[src/rtl/imem_boot_loader.sv]
// imem_boot_loader
//
// Instruction memory that sits on the far end of the core's fetch port.
// After reset it keeps the core in reset and fills its word array from a
// byte-serial valid/ready stream, packing bytes little-endian into 32-bit
// words. Once the image is in, it releases the core and answers fetches
// with an asynchronous read.
//
// Ports:
//   clk          single clock, rising edge
//   rst_n        asynchronous active-low reset
//   i_mem_addr   byte address from the core (bits [1:0] ignored)
//   i_mem_data   instruction word to the core (NOP outside RUN)
//   load_valid   a load byte is present
//   load_data    load byte
//   load_last    final byte of the image
//   load_ready   a byte is accepted this cycle (only in LOAD)
//   reload       re-enter load mode, honoured only in RUN
//   core_rst_n   registered active-low reset to the core
//   load_done    image loaded and core running
//   load_full    last load ended on a full memory rather than load_last

module imem_boot_loader #(
    parameter int i_addr_bits = 6
) (
    input  logic                   clk,
    input  logic                   rst_n,
    input  logic [i_addr_bits-1:0] i_mem_addr,
    output logic [31:0]            i_mem_data,
    input  logic                   load_valid,
    input  logic [7:0]             load_data,
    input  logic                   load_last,
    output logic                   load_ready,
    input  logic                   reload,
    output logic                   core_rst_n,
    output logic                   load_done,
    output logic                   load_full
);

    localparam int WORD_BITS = i_addr_bits - 2;
    localparam int DEPTH     = 2 ** WORD_BITS;
    localparam logic [31:0] NOP = 32'h00000013;

    typedef enum logic [1:0] {
        LOAD    = 2'd0,
        RELEASE = 2'd1,
        RUN     = 2'd2
    } state_t;

    state_t                 state;
    logic [1:0]             byte_cnt;
    logic [WORD_BITS-1:0]   word_cnt;
    logic [23:0]            asm_word;
    logic [31:0]            mem [DEPTH];

    logic                   accept;
    logic                   wr_en;
    logic [31:0]            wr_data;
    logic [WORD_BITS-1:0]   word_idx;
    logic                   unused_addr_lsbs;

    assign load_ready = (state == LOAD);
    assign accept     = load_ready && load_valid;

    // A word is committed on lane 3, or early when the image ends mid-word.
    assign wr_en = accept && ((byte_cnt == 2'd3) || load_last);

    // Merge the incoming byte with the bytes already assembled; lanes above
    // the current one are zero so a short final word is zero-padded.
    always_comb begin
        wr_data = 32'h0;
        case (byte_cnt)
            2'd0: wr_data = {24'h0, load_data};
            2'd1: wr_data = {16'h0, load_data, asm_word[7:0]};
            2'd2: wr_data = {8'h0, load_data, asm_word[15:0]};
            2'd3: wr_data = {load_data, asm_word[23:0]};
            default: wr_data = 32'h0;
        endcase
    end

    // Memory has no reset: words not rewritten by a later load keep their data.
    always_ff @(posedge clk) begin
        if (wr_en) begin
            mem[word_cnt] <= wr_data;
        end
    end

    assign word_idx         = i_mem_addr[i_addr_bits-1:2];
    assign unused_addr_lsbs = ^i_mem_addr[1:0];
    assign i_mem_data       = (state == RUN) ? mem[word_idx] : NOP;

    // Load / release / run sequencing with registered core-facing outputs.
    always_ff @(posedge clk or negedge rst_n) begin
        if (!rst_n) begin
            state      <= LOAD;
            byte_cnt   <= 2'd0;
            word_cnt   <= '0;
            asm_word   <= 24'h0;
            core_rst_n <= 1'b0;
            load_done  <= 1'b0;
            load_full  <= 1'b0;
        end else begin
            case (state)
                LOAD: begin
                    if (accept) begin
                        if (byte_cnt == 2'd3) begin
                            byte_cnt <= 2'd0;
                            word_cnt <= word_cnt + 1'b1;
                            if (load_last) begin
                                state <= RELEASE;
                            end else if (&word_cnt) begin
                                // Last word slot just written without load_last.
                                load_full <= 1'b1;
                                state     <= RELEASE;
                            end
                        end else begin
                            case (byte_cnt)
                                2'd0:    asm_word[7:0]   <= load_data;
                                2'd1:    asm_word[15:8]  <= load_data;
                                default: asm_word[23:16] <= load_data;
                            endcase
                            byte_cnt <= byte_cnt + 1'b1;
                            if (load_last) begin
                                state <= RELEASE;
                            end
                        end
                    end
                end
                RELEASE: begin
                    state      <= RUN;
                    core_rst_n <= 1'b1;
                    load_done  <= 1'b1;
                end
                RUN: begin
                    if (reload) begin
                        state      <= LOAD;
                        byte_cnt   <= 2'd0;
                        word_cnt   <= '0;
                        load_full  <= 1'b0;
                        core_rst_n <= 1'b0;
                        load_done  <= 1'b0;
                    end
                end
                default: begin
                    state <= LOAD;
                end
            endcase
        end
    end

endmodule
[config.mk]
export PLATFORM = sky130hd
export DESIGN_NAME = imem_boot_loader
export DESIGN_NICKNAME = d
export VERILOG_FILES = /design/src/rtl/imem_boot_loader.sv
export SDC_FILE = /design/constraint.sdc
export NUM_CORES = 1
export LEC_CHECK = 0
export CAP_MARGIN = 5
export CORE_ASPECT_RATIO = 1.4
export CORE_MARGIN = 3
export CORE_UTILIZATION = 65
export CTS_BUF_LIST = sky130_fd_sc_hd__clkbuf_8
export DETAILED_ROUTE_END_ITERATION = 8
export PLACE_DENSITY = 0.83
export SETUP_SLACK_MARGIN = 0.5
export SLEW_MARGIN = 15
export SYNTH_ARGS = -nofsm -noshare
export SYNTH_HDL_FRONTEND = slang
export SYNTH_SLANG_ARGS = --single-unit
[constraint.sdc]
create_clock -name clk -period 7.1 [get_ports clk]
set_input_delay 1.42 -clock clk [delete_from_list [all_inputs] [get_ports clk]]
set_output_delay 1.42 -clock clk [all_outputs]
set_load 0.03 [all_outputs]
## After elaboration in Yosys (flattened, before gate mapping)

Memory sizes are Yosys's and may differ from the RTL's.
Cells that the tools add are included.

| word-level totals | value |
|---|---|
| memories | 1 |
| input bits | 19 |
| logic and storage cells | 67 |
| bits in registers | 34 |
| memory bits (writable) | 512 |
| output and inout bits | 36 |

Memories:

| memory | words | bits a word | read ports | clocked after Yosys merged registers in | wr ports | RTL line | RTL |
|---|---|---|---|---|---|---|---|
| mem | 16 | 32 | 1 | 0 | 1 | 54 | `logic [31:0] mem [DEPTH];` |

| operators by class | value |
|---|---|
| muxes and demuxes | 25 |
| $add $sub $neg | 2 |
| eq/ne operators | 12 |
| bitwise operators | 2 |
| reductions and logical operators | 17 |

Operator list:

| operator | number |
|---|---|
| 32-bit case mux with 4 select lines | 1 |
| 32-bit 2-to-1 mux | 1 |
| 4-bit AND reduction | 6 |
| 2-bit 2-to-1 mux | 8 |
| 4-bit 2-to-1 mux | 3 |
| 4-bit case mux with 2 select lines | 1 |
| 1-bit 2-to-1 mux | 7 |
| 2-bit == test (second input constant) | 3 |
| 2-bit by 1-bit != test with 1-bit output (second input constant) | 3 |
| 3-bit by 2-bit != test with 1-bit output (second input constant) | 2 |
| 2-bit case mux with 3 select lines | 1 |
| 6-bit AND reduction | 1 |
| 4-bit by 1-bit adder with 4-bit output (second input constant) | 1 |
| 2-bit by 1-bit == test with 1-bit output (second input constant) | 2 |
| 2-bit logical NOT | 2 |
| 2-bit != test (second input constant) | 2 |
| 1-bit case mux with 2 select lines | 2 |
| 2-bit case mux with 2 select lines | 1 |
| 2-bit nonzero test | 2 |
| 3-bit AND reduction | 1 |
| 2-bit by 1-bit adder with 2-bit output (second input constant) | 1 |
| 1-bit logical AND | 2 |
| 1-bit NOT | 2 |
| 2-bit AND reduction | 1 |
| other kinds (2) | 2 |

## Longest topological paths before layout

| logic depth | value |
|---|---|
| word-level depth | 6 |
| gate-level depth with buffers | 8 |

## Worst setup path before layout

OpenSTA, ideal clock, no wires.

| timing path | value |
|---|---|
| path kind | input port to flip-flop |
| start | in load_valid |
| end | mem mem[3][0], enable pin |
| library setup time | 0.461 ns |
| path buffers | 0 |
| stages | 4 |
| required time | 6.639 ns |
| arrival time | 4.276 ns |
| setup slack | 2.362 ns |
| cell sequence | nor3b_2 > o21a_1 > nand2_1 > nor3_1 |

| between the ends | value |
|---|---|
| word-level cells in the longest chain between the ends | 4 |

Ends and longest elaborated chain:

| element | RTL line | RTL |
|---|---|---|
| start, declared | 30 | `input logic load_valid,` |
| 1-bit logical AND | 63 | `assign accept = load_ready && load_valid;` |
| 1-bit logical AND | 66 | `assign wr_en = accept && ((byte_cnt == 2'd3) \|\| load_last);` |
| 1-bit 2-to-1 mux | 83 | `if (wr_en) begin` |
| 1-bit 2-to-1 mux (not written as such) | 84 | `mem[word_cnt] <= wr_data;` |
| end, declared | 54 |  |

Every way passes these cells.

## Final worst setup path

| timing path | value |
|---|---|
| start | in i_mem_addr[5] |
| end | out i_mem_data[19] |

| between the ends | value |
|---|---|
| word-level cells in the longest chain between the ends | 2 |

Ends and longest elaborated chain:

| element | RTL line | RTL |
|---|---|---|
| start, declared | 28 | `input logic [i_addr_bits-1:0] i_mem_addr,` |
| memory 16 x 32 bit | n/a |  |
| 32-bit 2-to-1 mux | 90 | `assign i_mem_data = (state == RUN) ? mem[word_idx] : NOP;` |
| end, declared | 29 | `output logic [31:0] i_mem_data,` |

Every way passes these cells.

==> out/metrics.cfg <==
[clocking]
cts.repair_timing.setup_buffer_count=0
cts_max_level=3
cts_max_path_buffers=3
number_of_clock_buffers_inserted_by_tritoncts=77
tritoncts=done
cts-hold-fix-buffers=0
post_cts.resized_instances=0
worstSkewPairLatency_ns=0.64
clock_sink_count=546
clock_tree.root_cell=sky130_fd_sc_hd__clkbuf_8
clkSlewWorstSetupHoldPaths_ns=0.06

[die]
die-area_sq_um=35300
placementRows=78
core_area_sq_um=32500
pin_count=55
die_height_um=221
floorplan.die.width_um=160
initial_utilization_pct=66.1

[synth]
synth_top_area_share_pct=71.6
ys_warn_count=0
netlist-cell-type-count=42
avgSynthCellArea_sq_um=20.7
synthCells=1039
synth.net_count=1069
synthesized_flop_and_latch_total=546
synth.top_cells.by_area=sky130_fd_sc_hd__edfxtp_1 (72%), sky130_fd_sc_hd__mux4_2 (12%), sky130_fd_sc_hd__dfrtp_1 (4.0%)
yosysTopAreaCell=sky130_fd_sc_hd__edfxtp_1
synth.yosys.seq_area_share_pct=75.5
mappedNetlistArea_sq_um=21500

[timing]
fin_crit_share_pct=80.9
report.final.setup_viol=0
max_slew.worst_pin.slew_ns=1.09
fin_worst_hold_slack_ns=0.508
rsz0062_at_grt=no
max-slew-margin-rel_pct=26.9
fin_skew_ns=0.0370
maxClockFrequency_mhz=174
setup-tns-final_ns=0
maxSlewViolCount=0
post-route-min-period_ns=5.75
hold_viol=0

[power_and_ir_drop]
power_leakage_nw=8.09
power.total_mw=7.50
ir_worst_vdd_mv=0.216
power_density_nw_per_um2=311

[worst_setup_path]
worstPathMaxFanout=14
worstSetupPathType=input pin to primary output
reg2reg_setup_slack_ns=4.11
crit_slowest_cell=sky130_fd_sc_hd__nor3_2
worstSetupStartpointType=input pin
cp_cell_sequence=clkdlybuf4s50_1 > nor3_2 > buf_4 > a32oi_1 > o211ai_1 > clkdlybuf4s50_1
crit_cells=6
worst_path_dominant_cell_family=buffers and inverters
critical_path.n_buffers_inverters=3
r2r-end=mem[5][15]
crit-reg2reg-launch=state[0]
worstSetupStartpoint=i_mem_addr[5]
critical_path_required_ns=5.68
crit_path_arrival_time_ns=4.33
timing.critical_path.slowest_cell_delay_ns=0.91
r2r.worst_path.cells=5
critPathCapture=i_mem_data[19]
cp_common_cell=sky130_fd_sc_hd__clkdlybuf4s50_1
critical_path.endpoint_type=primary output

[placed_design]
gpl.final_weighted_congestion=0.812
numPortBuffers=52
dpl.hpwl_um=24800

[grt]
globalRouteTotalUtil_pct=26.4
grt_start_max_net_pins=73
globalRouteOverflowTotal=0
vias_in_the_first_global_route=11400
antenna_found_initial=2
first_pass_grt_wire_length_um=68800

[route]
via_per_inst=6.63
post-route-drc-count=0
route.detailed.wl_per_inst_um=27.8
antenna_violating_nets_post_route=0
final_routed_wirelength_um=45600
drtIter0Drc=1184
routed-via-count=10900
tritonroute_pass_1_iters=5

[job]
drv.max_cap_violation_count=0

[final_layout]
multi_input_area_sq_um=5030
filler_cell_count=1713
area.growth.synth_to_final_pct=12.1
seqCellArea_sq_um=16200
fin_nets=1173
final_layout_size_suffix_gt1_share_pct=24.7

[status]
status=complete, no violations

[min_path]
hp-class=flop to flop

-- cell usage in the layout, fill, tap and decap left out, drive strengths merged, types with 5 or more instances in the layout --
| master | instances |
|---|---|
| nand3 | 13 |
| a32oi | 5 |
| a22o | 13 |
| mux2i | 73 |
| mux2 | 25 |
| nand4 | 8 |
| clkbuf | 82 |
| ha | 11 |
| nand2 | 26 |
| nor2b | 7 |
| o211ai | 8 |
| mux4 | 112 |
| o21ai | 5 |
| a22oi | 24 |
| clkdlybuf4s50 | 49 |
| nor2 | 34 |
| dfrtp | 34 |
| a221o | 5 |
| o22ai | 19 |
| and3 | 5 |
| clkinv | 24 |
| inv | 31 |
| edfxtp | 512 |
| and2 | 11 |
| nor3 | 6 |
| buf | 34 |
-- state kept, by name (all words and copies together), names as in the netlist --
signal and cells:
load_done 1, word_cnt 4, asm_word 24, byte_cnt 2, mem 512, state 2, load_full 1
-- routing by layer --
metal | up-vias | share of wire, % | global-route usage, %
met1 | 5610 | 36 | 35.0
met5 | - | 0 | 0
li1 | 4521 | - | -
met4 | 0 | 3.4 | 11.2
met3 | 119 | 9.1 | 5.90
met2 | 640 | 52 | 43.2
-- cells by family (layout without fill, tap and decap cells) --
kind of cell | count (synthesis) | in the layout | synth area share (%)
DFF | 546 | 546 | 75.5
xor gates and xnor gates | 1 | 1 | 0.0408
muxes | 210 | 210 | 16.5
adders and majority gates | 11 | 11 | 0.641
AOI/OAI and AO/OA | 87 | 87 | 3.02
buffers and inverters | 65 | 228 | 1.60
and+or+nand+nor | 119 | 119 | 2.73
other | 0 | 1 | 0
-- metrics by stage --
| stage | instance area [sq um] | util, % | std cells | worst slack, ns |
|---|---|---|---|---|
| after global placement | 22600 | 69.6 | 1504 | 1.40 |
| after CTS | 24100 | 74.1 | 1642 | 1.36 |
| final | 24100 | 74.1 | 1643 | 1.35 |
| after floorplan | 21500 | - | 1039 | 2.36 |
| after detailed placement | 22600 | 69.6 | 1504 | 1.37 |
| after global routing | 24100 | 74.1 | 1643 | 1.19 |
-- where the power goes --
part | switching, mW | internal (mW) | total, mW
clock | 1.14 | 1.21 | 2.34
sequential | 0.0758 | 4.02 | 4.09
combinational | 0.726 | 0.335 | 1.06
total | 1.94 | 5.56 | 7.50
-- worst min-delay path by stage --
stage,to,slack (ns),start,cells after the start
5_1_grt,asm_word[3],0.51,asm_word[3],1
3_5_place_dp,asm_word[3],0.49,asm_word[3],1
2_1_floorplan,asm_word[14],0.48,asm_word[14],1
4_1_cts,asm_word[5],0.51,asm_word[5],1
3_3_place_gp,load_full,0.48,load_full,1
6_report,asm_word[5],0.51,asm_word[5],1
-- synth_stat cells --
| library cell | count |
|---|---|
| sky130_fd_sc_hd__edfxtp_1 | 512 |
| sky130_fd_sc_hd__mux4_2 | 112 |
| sky130_fd_sc_hd__mux2i_1 | 73 |
| sky130_fd_sc_hd__dfrtp_1 | 34 |
| sky130_fd_sc_hd__nor2_1 | 34 |
| sky130_fd_sc_hd__mux2_2 | 25 |
| sky130_fd_sc_hd__a22oi_1 | 24 |
| sky130_fd_sc_hd__nand2_1 | 24 |
| sky130_fd_sc_hd__clkbuf_1 | 20 |
| sky130_fd_sc_hd__buf_2 | 19 |
| sky130_fd_sc_hd__o22ai_1 | 19 |
| sky130_fd_sc_hd__a22o_1 | 13 |
| sky130_fd_sc_hd__buf_4 | 13 |
| sky130_fd_sc_hd__nand3_1 | 13 |
| sky130_fd_sc_hd__and2_1 | 11 |
| sky130_fd_sc_hd__ha_1 | 11 |
| sky130_fd_sc_hd__nand4_1 | 8 |
| sky130_fd_sc_hd__o211ai_1 | 8 |
| sky130_fd_sc_hd__nor2b_1 | 7 |
| sky130_fd_sc_hd__inv_1 | 6 |
| sky130_fd_sc_hd__nor3_1 | 6 |
| sky130_fd_sc_hd__a221o_1 | 5 |
| sky130_fd_sc_hd__a32oi_1 | 5 |
| sky130_fd_sc_hd__and3_1 | 5 |
| sky130_fd_sc_hd__o21ai_0 | 5 |
| sky130_fd_sc_hd__buf_1 | 4 |
| sky130_fd_sc_hd__nand2b_1 | 3 |
| sky130_fd_sc_hd__a21boi_0 | 2 |
| sky130_fd_sc_hd__a21oi_1 | 2 |
| sky130_fd_sc_hd__buf_6 | 2 |
| sky130_fd_sc_hd__nand2_2 | 2 |
| sky130_fd_sc_hd__o21a_1 | 2 |
| sky130_fd_sc_hd__a41oi_1 | 1 |
| sky130_fd_sc_hd__and2b_1 | 1 |
| sky130_fd_sc_hd__buf_8 | 1 |
| sky130_fd_sc_hd__nor3b_2 | 1 |
| sky130_fd_sc_hd__nor4_1 | 1 |
| sky130_fd_sc_hd__nor4b_1 | 1 |
| sky130_fd_sc_hd__o22a_1 | 1 |
| sky130_fd_sc_hd__or2_2 | 1 |
| sky130_fd_sc_hd__or3_1 | 1 |
| sky130_fd_sc_hd__xor2_1 | 1 |
-- cell type report --
cell class | instances | area share [%]
sequential | 546 | 67.4
multi-input combinational | 428 | 20.9
clock buffer | 81 | 4.63
timing repair buffer | 84 | 3.26
tap | 440 | 2.29
clock inverter | 57 | 1.48
inverter | 6 | 0.0935
antenna | 1 | 0.0104
-- worst register-to-register path: cells and delay by family, from the launching register on --
family,cells,cell delay (ns)
AND/OR/NAND/NOR,3,1.39
buffers and inverters,1,0.49
flip-flops,1,0.47
AO/OA/AOI/OAI,1,0.27
(Power assumes the default switching activity.)
